### src/rtl/mem_port_arbiter.sv
// Arbitrates the single memory line port between the icache miss path and the dcache miss/writeback path.
// Optional macro MEM_ARB_RR_EN: round-robin on simultaneous requests; undefined gives the dcache fixed priority.
module mem_port_arbiter #(
  parameter int LINE_WIDTH = 256,
  parameter int ADDR_WIDTH = 32
) (
  input  logic                  clk,
  input  logic                  rst,
  input  logic                  i_read,
  input  logic [ADDR_WIDTH-1:0] i_addr,
  output logic [LINE_WIDTH-1:0] i_rdata,
  output logic                  i_resp,
  input  logic                  d_read,
  input  logic                  d_write,
  input  logic [ADDR_WIDTH-1:0] d_addr,
  input  logic [LINE_WIDTH-1:0] d_wdata,
  output logic [LINE_WIDTH-1:0] d_rdata,
  output logic                  d_resp,
  output logic                  mem_read,
  output logic                  mem_write,
  output logic [ADDR_WIDTH-1:0] mem_addr,
  output logic [LINE_WIDTH-1:0] mem_wdata,
  input  logic [LINE_WIDTH-1:0] mem_rdata,
  input  logic                  mem_resp
);

  typedef enum logic [1:0] {IDLE, SERVE_I, SERVE_D} state_t;
  typedef enum logic {GRANT_I, GRANT_D} grant_t;

  state_t state;
  grant_t last_grant;
  logic   d_req;
  logic   grant_d;
  logic   grant_i;
  logic   resp_ok;

  always_comb begin
    d_req = d_read | d_write;
`ifdef MEM_ARB_RR_EN
    if (d_req && i_read) begin
      grant_d = (last_grant == GRANT_I);
    end else begin
      grant_d = d_req;
    end
`else
    grant_d = d_req;
`endif
    grant_i = i_read && !grant_d;
  end

  // The memory-side strobes, address and data come straight from these registers.
  always_ff @(posedge clk) begin
    if (rst) begin
      state      <= IDLE;
      last_grant <= GRANT_I;
      mem_read   <= 1'b0;
      mem_write  <= 1'b0;
      mem_addr   <= '0;
      mem_wdata  <= '0;
    end else begin
      case (state)
        IDLE: begin
          if (grant_d) begin
            state     <= SERVE_D;
            mem_addr  <= d_addr;
            mem_wdata <= d_wdata;
            mem_write <= d_write;
            mem_read  <= !d_write;
          end else if (grant_i) begin
            state     <= SERVE_I;
            mem_addr  <= i_addr;
            mem_wdata <= '0;
            mem_write <= 1'b0;
            mem_read  <= 1'b1;
          end
        end
        SERVE_I, SERVE_D: begin
          if (mem_resp) begin
            state      <= IDLE;
            last_grant <= (state == SERVE_D) ? GRANT_D : GRANT_I;
            mem_read   <= 1'b0;
            mem_write  <= 1'b0;
            mem_addr   <= '0;
            mem_wdata  <= '0;
          end
        end
        default: begin
          state     <= IDLE;
          mem_read  <= 1'b0;
          mem_write <= 1'b0;
        end
      endcase
    end
  end

  // A response coinciding with reset belongs to an abandoned access and is swallowed.
  assign resp_ok = mem_resp && !rst;
  assign i_resp  = (state == SERVE_I) && resp_ok;
  assign d_resp  = (state == SERVE_D) && resp_ok;
  assign i_rdata = i_resp ? mem_rdata : '0;
  assign d_rdata = d_resp ? mem_rdata : '0;

  // last_grant steers only the round-robin build; these keep its bookkeeping checked in both builds.
  a_last_i: assert property (@(posedge clk) disable iff (rst) i_resp |=> (last_grant == GRANT_I));
  a_last_d: assert property (@(posedge clk) disable iff (rst) d_resp |=> (last_grant == GRANT_D));
  a_resp_excl: assert property (@(posedge clk) !(i_resp && d_resp));

endmodule

### config.mk
export PLATFORM = sky130hd
export DESIGN_NAME = mem_port_arbiter
export DESIGN_NICKNAME = d
export VERILOG_FILES = /design/src/rtl/mem_port_arbiter.sv
export SDC_FILE = /design/constraint.sdc
export NUM_CORES = 1
export LEC_CHECK = 0
export CORE_AREA = 5 5 539 541
export CTS_BUF_LIST = sky130_fd_sc_hd__clkbuf_4
export DETAILED_ROUTE_END_ITERATION = 10
export DIE_AREA = 0 0 544 546
export PLACE_DENSITY = 0.3
export SETUP_SLACK_MARGIN = 0.05
export SLEW_MARGIN = 20
export SYNTH_ARGS = -nofsm -noshare
export SYNTH_HDL_FRONTEND = slang
export SYNTH_SLANG_ARGS = --single-unit
### constraint.sdc
create_clock -name clk -period 1.65 [get_ports clk]
set_input_delay 0.165 -clock clk [delete_from_list [all_inputs] [get_ports clk]]
set_output_delay 0.165 -clock clk [all_outputs]
set_load 0.005 [all_outputs]
==> out/metrics.csv, run 1 <==
metric,value,unit
DRT Wirelength,204000,um
crit-path cells,inv_2 > ha_2 > and3_4 > buf_12 > buf_12 > buf_4 > and2_1 > clkdlybuf4s50_1,
# DRC,0,
Final ANT Viol Nets,0,
Tmin final,3.09,ns
startpoint types,flip-flop,
Netlist cell types,34,
top-area cell type share of the netlist area,0.395,
Syn Std Cell Area,14800,sq um
Peak VDD IR,0.000511,V
clock network power share,0.281,
# IOs,1386,
status,"finished, violations left",
Initial Utilization,0.0520,
Reg2Reg Depth,11,
GP Congestion,0.885,
1st-iter DRT viols,1046,
Multi-input gate area,8150,sq um
Critical Path RT,1.48,ns
syn avg cell area,7.87,sq um
P_int,17.4,mW
first-pass GRT wire length,248000,um
"FF+latch count, synth",292,
most frequent CP cell,buf_12,
area of the core,284000,sq um
Lkg Pwr,16.7,nW
clk slew on worst S/H paths,0.07,ns
max-cap viol count,0,
Finish-stage setup viols,1071,
CTS tree,built,
Hold Path Stages,3,
total gr overflow,0,
Post-DP Area,35300,sq um
via count of the first global-routing pass,23200,
# clock sinks,292,
Syn Nets,2464,
root buffer cell,clkbuf_4,
Gate power share,0.408,
First-pass DRT Iterations,5,
Total Power,27.5,mW
r2r endpoint,mem_wdata[208],
final hold vios,0,
fin cells,7695,
Yosys Warn Count,0,
Final nets,4427,
Rows,196,
die height,546,um
layout cells sized above 1,0.230,
Switching Fraction,0.368,
part of the power in registers,0.311,
hold path start,d_wdata[142],
Area contributors post-synth,"dfxtp_1, and2_1, nand4_1",
leading area contributor after synthesis,dfxtp_1,
failing checks,negative setup slack,
flop2flop setup slack,-0.81,ns
largest family of logic cells by synthesized area,simple AND/OR/NAND/NOR gates,
fraction of the mapped netlist area in adder cells,0.00254,
register area share after synthesis,0.395,
total number of vias,22700,
Syn Inst Count,1879,
final instance area,41600,sq um
Power Density,660,nW/um^2
simple-gate area share of the yosys netlist,0.398,
unrepaired setup endpoints after global routing,yes,
Worst Hold Path EP,mem_wdata[142],
pin count of the biggest net entering global routing,86,
initial antenna violation count,107,
Clock Skew,0.0385,ns
Horiz. Die Dim,544,um
Via density,2.96,
worst hold path type,input port to flip-flop,
Die Area,297000,sq um
Pins Over Slew Limit,0,
Worst path max stage delay,0.55,ns
mux cell area share after synthesis,0.0224,
All-Layer GR Usage,0.126,
kind of critical path,flip-flop to primary output,
CP max stage cell,clkdlybuf4s50_1,
"Max FO, Critical Path",8,
Max-slew headroom,0.627,
Critical Path AT,2.93,ns
Net Switching,10.1,mW
DP Cell Count,7071,
Clock Latency Late Sink,0.94,ns
area grow syn2layout,181,%
sequential cell area,5850,sq um
DP Wirelength,172000,um
hold slack,0.0962,ns
Final WS setup,-1.44,ns
compound-gate portion of the synthesized area,0.110,
Worst-Margin Slew,0.558,ns
fin util,0.146,
Num CTS Buffers,93,
reg2reg start,state[1],
xor-xnor portion of the synthesized cell area,0,
clock buffer depth,3,
Crit. End Element,primary output,
final period utilization,1.87,
detailed-route wire length per cell,26.5,um
I/O Buffers,1385,
H-Tree Depth,3,
Fillers,32600,
fmax,324,MHz
## layer usage
| layer | part of all wire | GRT usage | up-vias |
|---|---|---|---|
| met2 | 0.51 | 0.231 | 1263 |
| met5 | 0.00022 | 0 | - |
| met1 | 0.37 | 0.133 | 10700 |
| met4 | 0.028 | 0.0235 | 6 |
| met3 | 0.099 | 0.0539 | 327 |
| li1 | - | - | 10400 |
## sequential cells by signal (all words and copies together), names as in the netlist
name,cells
mem_wdata,256
mem_write,1
mem_addr,32
mem_read,1
state,2
## cell families after synthesis
family                   Yosys count
flip-flops                       292
multiplexers                      33
adder cells (fa/ha/maj)            3
AO/OA/AOI/OAI                    297
AND/OR/NAND/NOR                 1041
buffers and inverters            213
## power by group through the flow
stage / Sequential [mW] / Combinational (mW) / Clock (mW)
after floorplan: 8.64 / 2.88 / 0
after CTS: 8.54 / 11.3 / 8.23
after detailed placement: 8.65 / 10.4 / 0
after global routing: 8.64 / 12.1 / 8.49
final: 8.52 / 11.2 / 7.72
after global placement: 8.64 / 10.5 / 0
## cell usage after synthesis, drive strengths merged
library cell,count
inv,4
o2bb2ai,32
and2b,1
nand2,258
nand3,2
o31a,1
or2,1
mux2i,32
nor3,2
o21ai,258
and3,2
ha,3
o211ai,1
nand4,256
mux2,1
nand2b,2
a21oi,3
and2,512
nor2,3
dfxtp,292
buf,94
a31oi,1
a221oi,1
nor4b,1
clkbuf,115
nor2b,1
## cell usage in the layout (no fill, tap or decap), types with 78 or more instances in the layout
| master | count |
|---|---|
| dlymetal6s2s_1 | 79 |
| buf_12 | 107 |
| o21ai_0 | 222 |
| clkbuf_4 | 123 |
| buf_4 | 284 |
| dlygate4sd3_1 | 317 |
| clkbuf_2 | 78 |
| dfxtp_1 | 290 |
| nand4_1 | 256 |
| clkdlybuf4s50_1 | 1003 |
| nand2_1 | 258 |
| and2_1 | 436 |
## worst max-delay path by stage
stage / end / start / depth (start not counted)
finish: d_rdata[238] / state[0] / 8
global route: d_rdata[10] / state[0] / 8
CTS: i_rdata[70] / state[1] / 7
detailed placement: d_rdata[207] / rst / 7
global placement: d_rdata[207] / rst / 7
floorplan: mem_wdata[130] / state[1] / 7
## cell type report
cell class / count / area share
sequential: 292 / 0.141
timing repair buffer: 2077 / 0.521
antenna: 25 / 0.00150
clock buffer: 123 / 0.0222
clock inverter: 38 / 0.00526
inverter: 4 / 0.000542
multi-input combinational: 1374 / 0.196
tap: 3762 / 0.113
## metrics by stage
stage                     setup slack, ns  TNS [ns]
after floorplan                    0.0407         0
after global placement              -1.12   -670.81
after detailed placement            -1.08   -650.83
after CTS                           -1.72  -1130.64
after global routing                -1.69  -1105.50
final                               -1.44   -880.21
## critical path, delay by kind of cell, from the launching register on
kind	cells	cell delay, ns
AND/OR/NAND/NOR	2	0.35
adder cells (fa/ha/maj)	1	0.18
buffers and inverters	5	1.08
flip-flops	1	0.36
## timing repair
item,4_1_cts,5_1_grt
hold buffers,317,0
gates cloned,11,34
resized for setup,200,669
setup buffers,10,70
endpoints found under the setup margin,1094,1096
pin swaps,2,11
endpoints found under the hold margin,286,0
(Power assumes the default switching activity.)
==> run 2, diff against run 1 <==
- GPL_ROUTABILITY_DRIVEN: not set -> 0
==> results of run 2 <==
No change in the layout: final DEF, timing and power equal those of run 1.
==> run 3, diff against run 2 <==
- CORE_AREA: 5 5 539 541 -> 5 5 544 546
- DIE_AREA: 0 0 544 546 -> 0 0 549 551
- clock period: 1.65 -> 3.9 ns (I/O delays scaled with it)
==> out/metrics.csv, run 3 (synthesis results as in run 1) <==
metric,value,unit,change
# Post-CTS Setup Buffers,0,,was 10
Final nets,4063,,was 4427
"Buf+Inv Stages, Crit Path",3,,was 5
Clock Latency Late Sink,1.05,ns,was 0.94 ns
final period utilization,0.909,,
Num CTS Buffers,97,,was 93
CP top delay family,buffers and inverters,,unchanged
startpoint types,flip-flop,,unchanged
via count of the first global-routing pass,21800,,was 23200
Multi-input gate area,7930,sq um,was 8150 sq um
first-pass GRT wire length,257000,um,was 248000 um
DP Wirelength,184000,um,was 172000 um
Critical Path AT,3.16,ns,was 2.93 ns
Worst-Margin Slew,1.10,ns,was 0.558 ns
CP max stage cell,clkdlybuf4s50_1,,unchanged
Die Area,302000,sq um,was 297000 sq um
Tmin final,3.55,ns,
Via density,2.83,,was 2.96
most frequent cells in the layout,"clkdlybuf4s50_1, and2_1, dfxtp_1, dlygate4sd3_1, nand2_1",,"was clkdlybuf4s50_1, and2_1, dlygate4sd3_1, dfxtp_1, buf_4"
Final ANT Viol Nets,0,,unchanged
kind of critical path,flip-flop to primary output,,unchanged
part of the power in registers,0.322,,was 0.311
final hold vios,0,,unchanged
Switching Fraction,0.381,,was 0.368
# DRC,0,,unchanged
area of the core,290000,sq um,was 284000 sq um
area grow syn2layout,153,%,was 181%
total number of vias,21200,,was 22700
I/O Buffers,1385,,unchanged
Initial Utilization,0.0510,,was 0.0520
1st-iter DRT viols,1091,,was 1046
P_int,6.89,mW,was 17.4 mW
clock buffer depth,3,,unchanged
clk slew on worst S/H paths,0.08,ns,was 0.07 ns
Place WS,0.269,ns,was -1.08 ns
fmax,282,MHz,
First-pass DRT Iterations,4,,was 5
Peak VDD IR,0.000198,V,was 0.000511 V
status,"complete, no violations",,"was finished, violations left"
fin util,0.129,,was 0.146
Worst path max stage delay,0.56,ns,was 0.55 ns
crit-path cells,inv_1 > ha_1 > and3_4 > buf_12 > and2_1 > clkdlybuf4s50_1,,was inv_2 > ha_2 > and3_4 > buf_12 > buf_12 > buf_4 > and2_1 > clkdlybuf4s50_1
Net Switching,4.24,mW,was 10.1 mW
H-Tree Depth,3,,unchanged
max-cap viol count,0,,unchanged
# clock sinks,292,,unchanged
Critical Path RT,3.51,ns,was 1.48 ns
largest register by flop count,mem_wdata,,unchanged
Crit. End Element,primary output,,unchanged
hold slack,0.172,ns,was 0.0962 ns
die height,551,um,was 546 um
Finish-stage setup viols,0,,was 1071
sequential cell area,5850,sq um,about the same
Max-slew headroom,0.265,,was 0.627
Power Density,297,nW/um^2,was 660 nW/um^2
total gr overflow,0,,unchanged
largest registers,"mem_wdata (256), mem_addr (32), state (2)",,unchanged
DRT Wirelength,211000,um,was 204000 um
pin count of the biggest net entering global routing,162,,was 86
"Max FO, Critical Path",70,,was 8
detailed-route wire length per cell,28.2,um,was 26.5 um
initial antenna violation count,159,,was 107
Fillers,33300,,was 32600
layout cells sized above 1,0.0751,,was 0.230
clock network power share,0.305,,was 0.281
Gate power share,0.373,,was 0.408
setup TNS,0,ns,was -880.21 ns
Lkg Pwr,12.4,nW,was 16.7 nW
"most common cell after layout, fill and taps aside",clkdlybuf4s50_1,,unchanged
Final WS setup,0.355,ns,was -1.44 ns
number of flip-flops in the largest register,256,,unchanged
# IOs,1386,,unchanged
Horiz. Die Dim,549,um,was 544 um
All-Layer GR Usage,0.132,,was 0.126
unrepaired setup endpoints after global routing,no,,was yes
CTS tree,built,,unchanged
Pins Over Slew Limit,0,,unchanged
root buffer cell,clkbuf_4,,unchanged
Rows,198,,was 196
Clock Skew,0.0832,ns,was 0.0385 ns
worst hold path type,input port to flip-flop,,unchanged
==> run 3: cell types whose count changed in the layout (fill, tap and decap cells not counted), sizes merged, moves of 4 or more <==
| cell | delta |
|---|---|
| clkdlybuf4s50 | +316 |
| clkdlybuf4s15 | -34 |
| dlymetal6s2s | -79 |
| dlygate4sd3 | -35 |
| dlygate4sd2 | -9 |
| buf | -425 |
| clkbuf | -93 |
| clkinv | -4 |
| diode | +20 |
==> run 3: worst register-to-register path, cell delays in order, from the launching register on <==
cell	delay, ns
dfxtp_1	0.37
inv_1	0.08
ha_1	0.44
mux2_8	0.54
buf_12	0.25
nand4_1	0.71
o21ai_0	0.12
==> run 3: what timing repair did <==
item	CTS	global route
hold endpoints to repair	261	0
setup endpoints to repair	2	0
resized for setup	1	0
hold buffers	282	0
==> run 3: per-stage QoR <==
| step | cell area, sq um | total power [mW] | std cells |
|---|---|---|---|
| finish | 37500 | 11.1 | 7488 |
| global route | 37400 | 11.9 | 7470 |
| CTS | 37300 | 11.6 | 7443 |
| detailed placement | 33300 | 7.61 | 6996 |
| global placement | 33300 | 7.65 | 6996 |
| floorplan | 14800 | 4.83 | 1879 |
==> run 3: cell type report <==
type | count | share of cell area
repair buffers | 1709 | 0.467
flip-flops and latches | 292 | 0.156
clock inverters | 31 | 0.00508
clock buffers | 133 | 0.0267
diodes | 45 | 0.00301
inverters | 4 | 0.000601
multi-input cells | 1374 | 0.212
well taps | 3900 | 0.130
==> run 3: path summary, 6_finish.rpt <==
check / from / end / slack (ns) / cells past startpoint
min: d_wdata[71] / mem_wdata[71] / 0.17 / 3
max: state[0] / d_rdata[203] / 0.35 / 6
min reg2reg: mem_wdata[113] / mem_wdata[113] / 0.45 / 2
max reg2reg: state[0] / mem_wdata[72] / 1.35 / 6
==> run 3: routing by layer <==
metal,vias to the layer above,track usage,wire (um)
met3,363,0.0644,23600
li1,9701,-,-
met1,9844,0.125,69600
met4,36,0.0379,6430
met2,1231,0.252,111000
met5,-,0,236
==> run 3: power groups by stage <==
stage          clock network (mW)  logic [mW]  registers [mW]
6_report                     3.40        4.15            3.59
5_1_grt                      3.80        4.46            3.64
4_1_cts                      3.68        4.30            3.59
3_5_place_dp                    0        3.97            3.64
3_3_place_gp                    0        4.01            3.64
2_1_floorplan                   0        1.18            3.66
